## config.mk

```make
export PLATFORM = sky130hd
export DESIGN_NAME = router_input_fifo
export DESIGN_NICKNAME = d
export VERILOG_FILES = /design/src/rtl/noc_pkg.sv /design/src/rtl/fifo_mem.sv /design/src/rtl/router_input_fifo.sv
export SDC_FILE = /design/constraint.sdc
export NUM_CORES = 1
export LEC_CHECK = 0
export CORE_ASPECT_RATIO = 0.7
export CORE_MARGIN = 3
export CORE_UTILIZATION = 51
export DETAILED_ROUTE_END_ITERATION = 8
export GPL_TIMING_DRIVEN = 0
export PLACE_DENSITY = 0.86
export SLEW_MARGIN = 20
export SYNTH_ARGS = -nofsm -noshare
export SYNTH_HDL_FRONTEND = slang
export SYNTH_SLANG_ARGS = --single-unit
```

## constraint.sdc

```tcl
create_clock -name clk -period 5.7 [get_ports clk]
set_clock_uncertainty 0.1 [all_clocks]
set_input_delay 1.14 -clock clk [delete_from_list [all_inputs] [get_ports clk]]
set_output_delay 1.14 -clock clk [all_outputs]
set_load 0.01 [all_outputs]
```

## src/rtl/noc_pkg.sv

```systemverilog
`default_nettype none
// +------------------------------------------------------------------------+
// | noc_pkg: shared router constants, port index enum and helpers.         |
// | Revision: 1.0                                                          |
// +------------------------------------------------------------------------+
package noc_pkg;

  localparam int DATA_WIDTH = 32;
  localparam int FIFO_DEPTH = 4;
  localparam int PORT_COUNT = 5;

  typedef enum logic [2:0] {
    PORT_N = 3'd0,
    PORT_E = 3'd1,
    PORT_W = 3'd2,
    PORT_S = 3'd3,
    PORT_L = 3'd4
  } port_idx_t;

  // Address width for a power-of-two slot count, never narrower than one bit.
  function automatic int ptr_width(input int depth);
    return (depth > 1) ? $clog2(depth) : 1;
  endfunction

endpackage
`default_nettype wire

```

## src/rtl/fifo_mem.sv

```systemverilog
`default_nettype none
// +------------------------------------------------------------------------+
// | fifo_mem: flit storage, one synchronous write port, async read port.   |
// | Revision: 1.0                                                          |
// +------------------------------------------------------------------------+
module fifo_mem
  import noc_pkg::*;
#(
  parameter int DATA_WIDTH = noc_pkg::DATA_WIDTH,
  parameter int DEPTH      = noc_pkg::FIFO_DEPTH,
  parameter int ADDR_WIDTH = noc_pkg::ptr_width(DEPTH)
) (
  input  logic                  clk,
  input  logic                  i_we,
  input  logic [ADDR_WIDTH-1:0] i_waddr,
  input  logic [DATA_WIDTH-1:0] i_wdata,
  input  logic [ADDR_WIDTH-1:0] i_raddr,
  output logic [DATA_WIDTH-1:0] o_rdata
);

  // Contents are intentionally left unreset.
  logic [DATA_WIDTH-1:0] r_mem [DEPTH];

  always_ff @(posedge clk) begin
    if (i_we) begin
      r_mem[i_waddr] <= i_wdata;
    end
  end

  assign o_rdata = r_mem[i_raddr];

endmodule
`default_nettype wire

```

## src/rtl/router_input_fifo.sv

```systemverilog
`default_nettype none
// +------------------------------------------------------------------------+
// | router_input_fifo: input buffer with DRTS/CTS link handshake and FWFT. |
// | Revision: 1.0                                                          |
// +------------------------------------------------------------------------+
module router_input_fifo
  import noc_pkg::*;
#(
  parameter int DATA_WIDTH = noc_pkg::DATA_WIDTH,
  parameter int DEPTH      = noc_pkg::FIFO_DEPTH
) (
  input  logic                         clk,
  input  logic                         rst,
  input  logic [DATA_WIDTH-1:0]        RX,
  input  logic                         DRTS,
  input  logic                         read_en_N,
  input  logic                         read_en_E,
  input  logic                         read_en_W,
  input  logic                         read_en_S,
  input  logic                         read_en_L,
  output logic                         CTS,
  output logic [DATA_WIDTH-1:0]        Data_out,
  output logic                         empty,
  output logic                         full,
  output logic [$clog2(DEPTH+1)-1:0]   count
);

  localparam int AW = noc_pkg::ptr_width(DEPTH);
  localparam int CW = $clog2(DEPTH + 1);
  localparam logic [CW-1:0] c_full_count = CW'(DEPTH);

  logic                  r_cts;
  logic [AW-1:0]         r_wr_ptr;
  logic [AW-1:0]         r_rd_ptr;
  logic [CW-1:0]         r_count;
  logic                  w_cts_in;
  logic                  w_write_en;
  logic                  w_pop;
  logic                  w_read_req;
  logic [PORT_COUNT-1:0] w_read_vec;

  always_comb begin
    w_read_vec         = '0;
    w_read_vec[PORT_N] = read_en_N;
    w_read_vec[PORT_E] = read_en_E;
    w_read_vec[PORT_W] = read_en_W;
    w_read_vec[PORT_S] = read_en_S;
    w_read_vec[PORT_L] = read_en_L;
  end

  // Several arbiters granting this port at once still pop only one flit.
  assign w_read_req = |w_read_vec;
  assign empty      = (r_count == '0);
  assign full       = (r_count == c_full_count);
  assign w_pop      = w_read_req & ~empty;

  // A registered CTS must drop for a cycle between flits, halving the rate.
  assign w_cts_in   = ~r_cts & DRTS & ~full;
  assign w_write_en = w_cts_in;

  always_ff @(posedge clk) begin
    if (rst) begin
      r_cts    <= 1'b0;
      r_wr_ptr <= '0;
      r_rd_ptr <= '0;
      r_count  <= '0;
    end else begin
      r_cts <= w_cts_in;
      if (w_write_en) begin
        r_wr_ptr <= r_wr_ptr + 1'b1;
      end
      if (w_pop) begin
        r_rd_ptr <= r_rd_ptr + 1'b1;
      end
      if (w_write_en && !w_pop) begin
        r_count <= r_count + 1'b1;
      end else if (!w_write_en && w_pop) begin
        r_count <= r_count - 1'b1;
      end
    end
  end

  fifo_mem #(
    .DATA_WIDTH (DATA_WIDTH),
    .DEPTH      (DEPTH),
    .ADDR_WIDTH (AW)
  ) u_mem (
    .clk     (clk),
    .i_we    (w_write_en),
    .i_waddr (r_wr_ptr),
    .i_wdata (RX),
    .i_raddr (r_rd_ptr),
    .o_rdata (Data_out)
  );

  assign CTS   = r_cts;
  assign count = r_count;

endmodule
`default_nettype wire
```

==> flow_results.org, run 1 <==
** Status
- Result of the run :: finished, final reports clean

** Setup path
- The critical path goes through clkdlybuf4s50_1 > nor4_1 > a21o_2 > ha_1 > inv_1 > fa_1 > xor2_1 > or3_2 > a21oi_1.
- At the worst endpoint, the required time is 5930 ps.
- Data arrives at the worst endpoint at 3610 ps.
- For this design, the slowest cell found on the critical path is sky130_fd_sc_hd__nor4_1.
- Critical path capture point type :: flip-flop
- R2R setup slack :: 3210 ps
- Largest fanout on the critical path :: 3
- Worst stage delay on the critical path :: 480 ps
- Kind of critical path :: primary input to flip-flop
- Critical path launch point type :: primary input

** Floorplan
- After floorplanning, the core was divided into 30 placement rows.
- Initial Util :: 53.0%
- Standard cell core area :: 9800 µm²
- The die covers 11400 µm².
- Floorplan die height :: 90.4 µm
- The floorplan step set the die width to 127 µm.
- Ports placed on the boundary :: 78

** Route
- Vias/cell :: 5.44
- For this run, the detailed router's first-pass iteration total came to 4.
- Drt first-iter violations :: 180
- Drt drc :: 0
- The detailed router placed 2508 vias in this run.
- In this run the remaining antenna-violating nets after routing total 0.
- Routed WL per cell :: 20.4 µm
- The final layout contains routed wiring with a total length of 9390 µm.

** STA
- Worst hold margin :: 406 ps
- Fraction of the cycle the final worst path needs :: 59.3%
- The smallest clock period supported by the final layout is computed as 3380 ps.
- Relative slew slack :: 42.7%
- Fin. max-slew vios :: 0
- For the pin with the worst max-slew slack, the measured transition is 860 ps.
- Setup slack after layout :: 2320 ps
- Derived from the worst setup path, the maximum achievable clock frequency is 0.296 GHz.
- Setup violations remaining at the end of the flow were counted as 0.
- Setup TNS :: 0 ps
- The number of failing hold endpoints at the final stage was 0.
- RSZ-0062 raised after global routing :: false

** Synth
- The netlist uses 28 different library cells.
- Counting flops and latches in the post-synthesis netlist gives 138.
- Synthesis produced 225 cells.
- Combined area of all synthesized cells :: 5190 µm²
- Sequential cells were found to cover 77.9% of the synthesized design area.
- The number of nets handed over by synthesis was 271.
- Mean Syn Cell Area :: 23.1 µm²
- During synthesis, Yosys emitted a total of 0 warnings.

** Placement
- The HPWL after detailed placement is 5460 µm.
- Port Buffer Count :: 76
- Worst Setup Slack post-DPL :: 2040 ps
- Routability-driven placement finished with a final weighted congestion of 0.696.
- Number of placed instances with taps included :: 429

** CTS
- The number of clock buffers added by TritonCTS is 17.
- In this run the deepest clock path goes through 2 buffers.
- Clock tree from TritonCTS :: built
- Root cell of the clock tree :: sky130_fd_sc_hd__clkbuf_16
- Clock transition time at the flip-flop clock pins of the worst setup and hold paths :: 60 ps
- CTS built an H-tree with a depth of 4.
- Once the clock tree was built, the resizer swapped 0 gates to a different size.
- Insertion delay to the later sink of the worst-skew pair :: 400 ps
- Clock Sink Count :: 138
- Number of buffers inserted by post-CTS setup repair :: 0
- Count of hold buffers inserted by post-cts repair :: 0

** Layout
- The number of antenna diodes in the final layout is 0.
- In the final design database the tool counted 366 nets.
- For this run, the number of standard cells in the final layout without fillers is 461.
- Relative to the synthesized area, the layout overhead comes to 29.4%.
- Cells with a size suffix above 1 make up 24.9% of the layout.

** Global route
- The first global-routing pass estimated 15100 µm of wire.
- Aggregate global-route resource usage :: 17.9%
- The total overflow left after global routing is 0.
- Entering global routing, the biggest net connects 33 pins.
- The via count of the first global-routing pass is 2741.
- The initial antenna violation count came to 0.

** Power
- Power spread over the standard cell area amounts to 475 nW/µm².
- IR analysis of the VDD net gives a maximum drop of 311 µV.
- Lkg Pwr :: 2.24 nW

** Hold path
- The path class of the tightest hold or removal check is flip-flop to flip-flop.

** Run
- Count of maximum capacitance violations :: 0
==> layout make-up <==
type | count | area [µm²]
repair buffers | 76 | 761
clock buffers | 18 | 429
multi-input cells | 72 | 1040
plain buffers | 9 | 75.1
well taps | 128 | 160
flip-flops and latches | 138 | 4040
fillers | 618 | 3080
inverters | 6 | 35.0
clock inverters | 14 | 178
==> flip-flops by register name, summed over array words and instances (netlist names), named ones only <==
signal       cells
r_rd_ptr         2
r_wr_ptr         2
count            3
CTS              1
u_mem.r_mem    128
==> synthesized netlist by cell type, drive strengths merged <==
library cell	count	area, µm²
a211oi	1	7.51
inv	5	18.8
mux2	3	33.8
mux4	32	721
nand3	2	10.0
nor4	1	6.26
nor2	6	22.5
o21ai	3	22.5
or3	1	7.51
mux2i	1	10.0
xor2	2	17.5
edfxtp	128	3840
a21o	1	8.76
nand2b	1	6.26
and3	4	30.0
ha	5	62.6
clkbuf	1	3.75
nor3	2	10.0
clkinv	1	16.3
a21oi	3	22.5
or3b	1	8.76
buf	8	71.3
nor2b	2	12.5
dfxtp	10	200
fa	1	20.0
==> per-layer routing <==
metal / share of wire [%] / up-vias / wire length (µm) / track usage [%]
li1: - / 1126 / - / -
met2: 49 / 86 / 4620 / 27.9
met3: 6.6 / 12 / 615 / 7.33
met4: 1.4 / 0 / 134 / 6.70
met5: 0 / - / 0 / 0
met1: 43 / 1284 / 4010 / 22.9
==> critical path: cells and delay by family <==
| family | cells | cell delay [ps] |
|---|---|---|
| adders and majority gates | 2 | 570 |
| AOI/OAI and AO/OA | 2 | 400 |
| and+or+nand+nor | 2 | 890 |
| xor gates and xnor gates | 1 | 150 |
| buffers and inverters | 2 | 460 |
==> path summary, 6_finish.rpt <==
kind,endpoint,depth (start not counted),from
max,count[2],9,read_en_N
min,r_wr_ptr[0],2,r_wr_ptr[0]
max reg2reg,count[2],8,count[0]
min reg2reg,r_wr_ptr[0],2,r_wr_ptr[0]
==> cell families after synthesis <==
logic type	share of synthesized area [%]
mux	14.7
simple gates	2.19
flops	77.9
xor+xnor	0.337
fa+ha+maj	1.59
compound gates	1.18
buf+inv	2.12
==> through the flow <==
| stage | util (%) | power [mW] | area, µm² |
|---|---|---|---|
| after floorplan | - | 1.73 | 5190 |
| after global placement | 62.4 | 2.09 | 6110 |
| after detailed placement | 62.4 | 2.11 | 6110 |
| after CTS | 68.6 | 3.23 | 6720 |
| after global routing | 68.6 | 3.34 | 6720 |
| final | 68.6 | 3.20 | 6720 |
==> where the power goes <==
| group | total [mW] | switching, mW | internal (mW) | leakage (nW) |
|---|---|---|---|---|
| sequential | 1.24 | 0.0370 | 1.21 | 1.25 |
| combinational | 0.839 | 0.361 | 0.478 | 0.685 |
| clock | 1.11 | 0.388 | 0.726 | 0.299 |
==> layout by cell type, fill, tap and decap left out, drive strengths merged, types with 4 or more instances in the layout <==
cell,instances
mux4,32
and3,4
clkinv,9
buf,8
ha,5
clkdlybuf4s50,76
inv,6
dfxtp,10
nor2,6
bufinv,4
edfxtp,128
clkbuf,19
(Power assumes the default switching activity.)
==> inputs of run 2 (changes only) <==
Clock period 5.7 ns to 3.3 ns, I/O delays scaled along.
==> results of run 2 <==
The final DEF is identical to that of run 1. Status: finished, final reports clean.
Among the figures that moved: setup slack after placement 2040 ps -> 115 ps; setup slack after layout 2320 ps -> 398 ps; register-to-register setup slack 3210 ps -> 810 ps; total power 3.20 mW -> 5.52 mW; worst IR drop on VDD 311 µV -> 537 µV
==> inputs of run 3 (changes only) <==
Settings changed: CTS_CLUSTER_SIZE from default to 12.
==> results of run 3 <==
The final DEF is identical to that of run 1. Status: finished, final reports clean.
Among the figures that moved: setup slack after placement 2040 ps -> 115 ps; setup slack after layout 2320 ps -> 398 ps; register-to-register setup slack 3210 ps -> 810 ps; total power 3.20 mW -> 5.52 mW; worst IR drop on VDD 311 µV -> 537 µV
